**src/rtl/multicycle_control_pkg.sv**
```systemverilog
// Shared encodings for the multi-cycle MIPS-subset sequencer: ALU operations,
// opcode/funct values, FSM states, instruction classes and trap causes.
package multicycle_control_pkg;

    // ALU operation select driven on ALUctr
    localparam logic [2:0] ALU_AND  = 3'd0;
    localparam logic [2:0] ALU_OR   = 3'd1;
    localparam logic [2:0] ALU_ADD  = 3'd2;
    localparam logic [2:0] ALU_SLT  = 3'd3;
    localparam logic [2:0] ALU_ADDU = 3'd4;
    localparam logic [2:0] ALU_SLL  = 3'd5;
    localparam logic [2:0] ALU_SUB  = 3'd6;
    localparam logic [2:0] ALU_SLTU = 3'd7;

    // ALU B operand select driven on ALUSrcB
    localparam logic [1:0] SRCB_RT     = 2'b00;
    localparam logic [1:0] SRCB_FOUR   = 2'b01;
    localparam logic [1:0] SRCB_IMM    = 2'b10;
    localparam logic [1:0] SRCB_IMM_SH = 2'b11;

    // Primary opcodes (IR[31:26])
    localparam logic [5:0] OP_RTYPE = 6'h00;
    localparam logic [5:0] OP_ADDI  = 6'h08;
    localparam logic [5:0] OP_LW    = 6'h23;
    localparam logic [5:0] OP_SW    = 6'h2B;
    localparam logic [5:0] OP_BEQ   = 6'h04;
    localparam logic [5:0] OP_BNE   = 6'h05;
    localparam logic [5:0] OP_BGTZ  = 6'h07;

    // R-type function codes (IR[5:0])
    localparam logic [5:0] F_ADD  = 6'h20;
    localparam logic [5:0] F_ADDU = 6'h21;
    localparam logic [5:0] F_SUB  = 6'h22;
    localparam logic [5:0] F_SUBU = 6'h23;
    localparam logic [5:0] F_AND  = 6'h24;
    localparam logic [5:0] F_OR   = 6'h25;
    localparam logic [5:0] F_SLL  = 6'h00;
    localparam logic [5:0] F_SLT  = 6'h2A;
    localparam logic [5:0] F_SLTU = 6'h2B;

    // Trap cause reported on err_code
    localparam logic [1:0] ERR_NONE    = 2'd0;
    localparam logic [1:0] ERR_ILLEGAL = 2'd1;
    localparam logic [1:0] ERR_TIMEOUT = 2'd2;

    // Width of the memory wait counter; covers timeouts up to 255 cycles
    localparam int WAIT_W = 8;

    typedef enum logic [3:0] {
        FETCH,
        DECODE,
        EXEC_R,
        EXEC_I,
        WB_I,
        WB_ALU,
        MEM_ADDR,
        MEM_RD,
        MEM_WR,
        WB_MEM,
        BRANCH,
        TRAP
    } state_t;

    typedef enum logic [2:0] {
        CLS_R,
        CLS_I,
        CLS_MEM,
        CLS_BR,
        CLS_ILL
    } instr_class_t;

endpackage

```
**src/rtl/multicycle_control_instr_decode.sv**
```systemverilog
// Combinational instruction classifier: maps op/funct to an instruction class,
// the ALU operation used by R-type execution, and an illegal-instruction flag.
module mc_instr_decode
    import multicycle_control_pkg::*;
(
    input  logic [5:0]   op_i,
    input  logic [5:0]   funct_i,
    output instr_class_t cls_o,
    output logic [2:0]   r_aluctr_o,
    output logic         illegal_o
);

    // Classify the opcode; unsupported R-type functs fall into the illegal class
    always_comb begin
        cls_o      = CLS_ILL;
        r_aluctr_o = ALU_AND;
        case (op_i)
            OP_RTYPE: begin
                case (funct_i)
                    F_ADD:   begin cls_o = CLS_R; r_aluctr_o = ALU_ADD;  end
                    F_ADDU:  begin cls_o = CLS_R; r_aluctr_o = ALU_ADDU; end
                    F_SUB:   begin cls_o = CLS_R; r_aluctr_o = ALU_SUB;  end
                    F_SUBU:  begin cls_o = CLS_R; r_aluctr_o = ALU_SUB;  end
                    F_AND:   begin cls_o = CLS_R; r_aluctr_o = ALU_AND;  end
                    F_OR:    begin cls_o = CLS_R; r_aluctr_o = ALU_OR;   end
                    F_SLL:   begin cls_o = CLS_R; r_aluctr_o = ALU_SLL;  end
                    F_SLT:   begin cls_o = CLS_R; r_aluctr_o = ALU_SLT;  end
                    F_SLTU:  begin cls_o = CLS_R; r_aluctr_o = ALU_SLTU; end
                    default: cls_o = CLS_ILL;
                endcase
            end
            OP_ADDI:                  cls_o = CLS_I;
            OP_LW, OP_SW:             cls_o = CLS_MEM;
            OP_BEQ, OP_BNE, OP_BGTZ:  cls_o = CLS_BR;
            default:                  cls_o = CLS_ILL;
        endcase
    end

    assign illegal_o = (cls_o == CLS_ILL);

endmodule

```
**src/rtl/multicycle_control.sv**
```systemverilog
// Multi-cycle control sequencer for a MIPS-subset CPU sharing one memory port
// between instruction fetch and data access. Drives datapath strobes per state,
// times out stalled memory accesses, counts retired instructions and traps.
module multicycle_control
    import multicycle_control_pkg::*;
#(
    parameter int MEM_TIMEOUT = 15,
    parameter int RET_W       = 32
) (
    input  logic             clk,
    input  logic             reset,
    input  logic [5:0]       op,
    input  logic [5:0]       funct,
    input  logic             equal,
    input  logic             sign,
    input  logic             mem_ready,
    output logic             mem_req,
    output logic             mem_we,
    output logic             IorD,
    output logic             IRWr,
    output logic             PCWr,
    output logic             PCSrc,
    output logic             RegWr,
    output logic             RegDst,
    output logic             MemToReg,
    output logic             ALUSrcA,
    output logic [1:0]       ALUSrcB,
    output logic             ExtOp,
    output logic [2:0]       ALUctr,
    output logic             halted,
    output logic [1:0]       err_code,
    output logic [RET_W-1:0] retired
);

    localparam logic [WAIT_W-1:0] TIMEOUT_CNT = WAIT_W'(MEM_TIMEOUT);

    state_t             state_q, state_d;
    logic [WAIT_W-1:0]  wait_q, wait_d;
    logic [RET_W-1:0]   retired_q, retired_d;
    logic [1:0]         err_q, err_d;
    logic               retire;
    logic               timed_out;
    logic               branch_taken;
    logic               waiting;

    instr_class_t       cls;
    logic [2:0]         r_aluctr;
    logic               illegal;

    mc_instr_decode u_decode (
        .op_i       (op),
        .funct_i    (funct),
        .cls_o      (cls),
        .r_aluctr_o (r_aluctr),
        .illegal_o  (illegal)
    );

    // A memory access gives up once the wait counter reaches the limit with no ready
    assign timed_out    = (wait_q == TIMEOUT_CNT) && !mem_ready;
    assign branch_taken = ((op == OP_BEQ)  &&  equal)
                        | ((op == OP_BNE)  && !equal)
                        | ((op == OP_BGTZ) && !equal && !sign);

    // Next-state and strobe decode; every strobe defaults low each cycle
    always_comb begin
        state_d  = state_q;
        err_d    = err_q;
        retire   = 1'b0;
        mem_req  = 1'b0;
        mem_we   = 1'b0;
        IorD     = 1'b0;
        IRWr     = 1'b0;
        PCWr     = 1'b0;
        PCSrc    = 1'b0;
        RegWr    = 1'b0;
        RegDst   = 1'b0;
        MemToReg = 1'b0;
        ALUSrcA  = 1'b0;
        ALUSrcB  = SRCB_RT;
        ExtOp    = 1'b0;
        ALUctr   = ALU_AND;
        case (state_q)
            FETCH: begin
                mem_req = 1'b1;
                ALUSrcB = SRCB_FOUR;
                ALUctr  = ALU_ADDU;
                if (mem_ready) begin
                    IRWr    = 1'b1;
                    PCWr    = 1'b1;
                    state_d = DECODE;
                end else if (timed_out) begin
                    state_d = TRAP;
                    err_d   = ERR_TIMEOUT;
                end
            end
            DECODE: begin
                ALUSrcB = SRCB_IMM_SH;
                ExtOp   = 1'b1;
                ALUctr  = ALU_ADD;
                if (illegal) begin
                    state_d = TRAP;
                    err_d   = ERR_ILLEGAL;
                end else begin
                    case (cls)
                        CLS_R:   state_d = EXEC_R;
                        CLS_I:   state_d = EXEC_I;
                        CLS_MEM: state_d = MEM_ADDR;
                        CLS_BR:  state_d = BRANCH;
                        default: begin
                            state_d = TRAP;
                            err_d   = ERR_ILLEGAL;
                        end
                    endcase
                end
            end
            EXEC_R: begin
                ALUSrcA = 1'b1;
                ALUSrcB = SRCB_RT;
                ALUctr  = r_aluctr;
                state_d = WB_ALU;
            end
            WB_ALU: begin
                RegWr   = 1'b1;
                RegDst  = 1'b1;
                retire  = 1'b1;
                state_d = FETCH;
            end
            EXEC_I: begin
                ALUSrcA = 1'b1;
                ALUSrcB = SRCB_IMM;
                ExtOp   = 1'b1;
                ALUctr  = ALU_ADD;
                state_d = WB_I;
            end
            WB_I: begin
                RegWr   = 1'b1;
                retire  = 1'b1;
                state_d = FETCH;
            end
            MEM_ADDR: begin
                ALUSrcA = 1'b1;
                ALUSrcB = SRCB_IMM;
                ExtOp   = 1'b1;
                ALUctr  = ALU_ADD;
                state_d = (op == OP_LW) ? MEM_RD : MEM_WR;
            end
            MEM_RD: begin
                mem_req = 1'b1;
                IorD    = 1'b1;
                if (mem_ready) begin
                    state_d = WB_MEM;
                end else if (timed_out) begin
                    state_d = TRAP;
                    err_d   = ERR_TIMEOUT;
                end
            end
            WB_MEM: begin
                RegWr    = 1'b1;
                MemToReg = 1'b1;
                retire   = 1'b1;
                state_d  = FETCH;
            end
            MEM_WR: begin
                mem_req = 1'b1;
                mem_we  = 1'b1;
                IorD    = 1'b1;
                if (mem_ready) begin
                    retire  = 1'b1;
                    state_d = FETCH;
                end else if (timed_out) begin
                    state_d = TRAP;
                    err_d   = ERR_TIMEOUT;
                end
            end
            BRANCH: begin
                ALUSrcA = 1'b1;
                ALUSrcB = SRCB_RT;
                ALUctr  = ALU_SUB;
                PCSrc   = 1'b1;
                PCWr    = branch_taken;
                retire  = 1'b1;
                state_d = FETCH;
            end
            TRAP: begin
                state_d = TRAP;
            end
            default: begin
                state_d = FETCH;
            end
        endcase
    end

    // Wait counter restarts on every state change and counts stalled memory cycles
    always_comb begin
        waiting = (state_q == FETCH) || (state_q == MEM_RD) || (state_q == MEM_WR);
        wait_d  = wait_q;
        if (state_d != state_q) begin
            wait_d = '0;
        end else if (waiting && !mem_ready) begin
            wait_d = wait_q + WAIT_W'(1);
        end
    end

    // Retired count advances in the last cycle of each instruction and wraps
    always_comb begin
        retired_d = retired_q;
        if (retire) begin
            retired_d = retired_q + RET_W'(1);
        end
    end

    // State, wait counter, retire counter and trap cause registers
    always_ff @(posedge clk) begin
        if (reset) begin
            state_q   <= FETCH;
            wait_q    <= '0;
            retired_q <= '0;
            err_q     <= ERR_NONE;
        end else begin
            state_q   <= state_d;
            wait_q    <= wait_d;
            retired_q <= retired_d;
            err_q     <= err_d;
        end
    end

    assign halted   = (state_q == TRAP);
    assign err_code = err_q;
    assign retired  = retired_q;

endmodule

```
**config.mk**
```make
export PLATFORM = sky130hd
export DESIGN_NAME = multicycle_control
export DESIGN_NICKNAME = d
export VERILOG_FILES = /design/src/rtl/multicycle_control_pkg.sv /design/src/rtl/multicycle_control_instr_decode.sv /design/src/rtl/multicycle_control.sv
export SDC_FILE = /design/constraint.sdc
export NUM_CORES = 1
export LEC_CHECK = 0
export CELL_PAD_IN_SITES_DETAIL_PLACEMENT = 0
export CELL_PAD_IN_SITES_GLOBAL_PLACEMENT = 1
export CORE_MARGIN = 2
export CORE_UTILIZATION = 36
export CTS_CLUSTER_DIAMETER = 100
export DETAILED_ROUTE_END_ITERATION = 16
export PLACE_DENSITY_LB_ADDON = 0.1
export SLEW_MARGIN = 20
export SYNTH_ARGS = -nofsm -noshare
export SYNTH_HDL_FRONTEND = slang
export SYNTH_SLANG_ARGS = --single-unit
```
**constraint.sdc**
```tcl
create_clock -name clk -period 2.4 [get_ports clk]
set_input_delay 0.48 -clock clk [delete_from_list [all_inputs] [get_ports clk]]
set_output_delay 0.48 -clock clk [all_outputs]
set_load 0.02 [all_outputs]
```
==> results <==
layer usage:
layer	part of all wire [%]	vias up	GRT usage, %	wire (um)
met2	45	54	30.0	3470
met1	49	1330	23.7	3730
met4	0.77	0	4.41	59
met5	0	-	0	0
li1	-	1498	-	-
met3	5.0	7	3.99	383
worst max-delay path, delay by kind of cell:
| kind | cells | cell delay, ns |
|---|---|---|
| buf+inv | 2 | 0.73 |
| simple gates | 3 | 0.62 |
power by group through the flow:
stage,combinational (W),clock (W),sequential [W]
2_1_floorplan,0.000922,0,0.000889
6_report,0.00161,0.000507,0.000914
4_1_cts,0.00161,0.000526,0.000911
3_5_place_dp,0.00158,0,0.000914
3_3_place_gp,0.00158,0,0.000917
5_1_grt,0.00176,0.000556,0.000925
metrics by stage:
| step | cells | setup WS, ns | hold slack [ns] |
|---|---|---|---|
| after CTS | 567 | 0.00590 | 0.459 |
| after global placement | 558 | -0.576 | 0.445 |
| after global routing | 567 | 0.00271 | 0.474 |
| final | 567 | 0.0906 | 0.457 |
| after detailed placement | 558 | -0.558 | 0.447 |
| after floorplan | 361 | 0.231 | 0.472 |
cell families (layout without fill, tap and decap cells):
kind of cell    count (synthesis)  in the layout  share of synthesized area [%]
compound gates                 65             65                           16.0
xor+xnor                       38             38                           11.7
fa+ha+maj                       3              3                           1.23
buf+inv                        29            133                           4.01
flops                          46             46                           32.4
mux                             1              1                          0.352
simple gates                  179            179                           34.3
how the worst max path moves through the flow:
stage | start | end | slack (ns)
after detailed placement | op[2] | ALUctr[1] | -0.56
after floorplan | op[2] | ALUctr[1] | 0.23
after CTS | mem_ready | IRWr | 0.006
final | op[1] | ALUctr[0] | 0.09
after global routing | op[4] | wait_q[1] | 0.003
after global placement | op[2] | ALUctr[1] | -0.58
state kept, by name, summed over array words and instances, names as in the netlist:
name      flops
state_q       4
retired      32
err_code      2
wait_q        8
layout make-up:
class	instances	area [um^2]	share of cell area, %
clock inverters	1	8.76	0.211
multi-input cells	286	1910	46.1
flip-flops and latches	46	928	22.4
well taps	102	128	3.08
inverters	6	22.5	0.544
repair buffers	119	1060	25.6
clock buffers	7	86.3	2.08
synth_stat cells, types with 6 or more instances:
| cell | instances |
|---|---|
| clkbuf_1 | 17 |
| nand2_1 | 16 |
| dfxtp_1 | 46 |
| a21oi_1 | 17 |
| nand3_1 | 20 |
| inv_1 | 6 |
| nand4_1 | 12 |
| xnor2_1 | 6 |
| xor2_1 | 32 |
| o21ai_0 | 13 |
| nor2_1 | 59 |
| and3_1 | 13 |
| nor3_1 | 10 |
what timing repair did:
| item | CTS | global route |
|---|---|---|
| gates cloned | 0 | 0 |
| pin swaps | 12 | 7 |
| gates resized for setup | 50 | 19 |
| hold endpoints to repair | 0 | 0 |
| setup buffers | 1 | 0 |
| setup endpoints to repair | 18 | 17 |
==> key figures <==
Final layout
  – Commonest non-fill, non-tap cells in the layout: 58 x nor2_1, 49 x buf_4, 45 x clkdlybuf4s50_1
  – Share of cells above drive strength 1: 20.2%
  – Nets: between 400 and 500
  – Area growth, synth to finish: 45.8%
  – Commonest non-fill, non-tap cell in the layout: nor2_1
  – Fin area: approximately 0.0041 mm^2
  – # fillers: about 750
  – Final Util: between 50% and 60%
  – N_diodes: 0

Power and ir drop
  – Reg power frac: a little over 30%
  – Worst vdd ir: around 280 uV
  – Pwr per Cell Area: ~730 mW/mm^2
  – Combinational Power Share: roughly 53%
  – Int Pwr: ~0.0018 W
  – Clk network pwr share: between 15 and 20%
  – NetSw: about 0.0012 W
  – Switch share: 40.5%
  – Pleak: around 1.7 nW
  – Total power: about 0.0030 W

Yosys
  – Post-Synthesis Net Count: between 300 and 400
  – Yosys reg bits: 46
  – Synth Cell Area: 0.00284 mm^2
  – Cells after Synth: roughly 360
  – Top FF cell, synth: dfxtp_1
  – Cell taking the most area after synthesis: dfxtp_1
  – Sequential area share after synthesis: 32.4%
  – Area share of the largest cell type after synthesis: between 30% and 40%
  – Syn Area/Cell: roughly 7.9 um^2
  – Synth area leaders: dfxtp_1 32%, xor2_1 9.9%, nor2_1 7.8%, nand3_1 3.5%, a21oi_1 3.0%
  – Number of enable flip-flop cells after synthesis: 0
  – Yosys warning count: 0
  – Asr flop ratio synth: 0%
  – Yosys cell types: 58

Place
  – Placement Cell Area: roughly 0.0039 mm^2
  – Global placer's final weighted congestion: approximately 0.84
  – PortBufs: 67
  – DPL Wire Length: between 5 and 6 mm

Drt
  – Total Routed Length: between 7 and 8 mm
  – Antenna Violating Nets Remaining: 0
  – DRT iter0 DRCs: 146
  – Initial DRT Pass Iterations: 4
  – DR vias: 2,889
  – Vias per Instance: ~5.1
  – Average wire per standard cell: 13.5 um
  – DRC: 0

Timing
  – Slew headroom: 71.2%
  – Setup TNS: 0 ns
  – Clock Skew: around 0.011 ns
  – Final setup fails: 0
  – Final-report max-slew violation count: 0
  – Unrepaired setup endpoints after global routing: false
  – Final hold vios: 0
  – Tcrit/Tclk final: 96.2%
  – Worst-margin pin slew: roughly 0.43 ns
  – Final min period: ~2.3 ns
  – Max frequency: ~0.43 GHz

Global routing
  – Vias in the first global route: ~2,800
  – Grt ovf: 0
  – Largest net degree at the start of global routing: 39
  – First-pass GRT wire length: around 13 mm
  – Initial antenna violation count: 0
  – GRT Util Overall: between 10% and 20%

Setup path
  – Reg2Reg Capture Point: wait_q[1]
  – Critical Setup Path Class: in -> out
  – CP max stage delay: ~0.43 ns
  – Slowest library cell on the worst path: clkdlybuf4s50_1
  – Worst setup EP type: output port
  – Crit-path max FO: 3
  – Critical path arrival: around 1.8 ns
  – Worst setup SP type: primary input
  – Reg2reg setup slack: 0.28 ns
  – Data required time of the critical path: around 1.9 ns
  – R2R cell count: 7
  – Crit-path cells: clkdlybuf4s50_1 > nor2_1 > and2_4 > and4_1 > clkdlybuf4s15_1
  – RR Startpoint: state_q[1]

Clock tree
  – TritonCTS clock tree: built
  – Worst skew pair latency: 0.30 ns
  – Clock Tree Buf Depth: 2
  – Num CTS Buffers: 5
  – H-tree lvl count: 2
  – CTS root buf: clkbuf_8
  – Sink Count: 46
  – Hold_buf cts: 0
  – Clock slew seen by the registers of the worst setup and hold paths: around 0.08 ns

Die
  – Row count: 32
  – I/O pin count: 68
  – Core Box Area: slightly below 0.008 mm^2
  – Die width: roughly 93 um
  – Chip Height: 92.8 um
  – Die ar.: between 0.008 and 0.009 mm^2
  – Initial core utilization: about 37%

Hold path
  – Number of cells on the worst hold path: 2
  – Hold Path End: err_code[0]
  – Worst Hold Launch: err_code[0]
  – HP Class: reg -> reg

Job
  – Number of max-cap violations: 0

Status
  – Outcome: finished, final reports clean
Power figures use the tool's default switching activity.
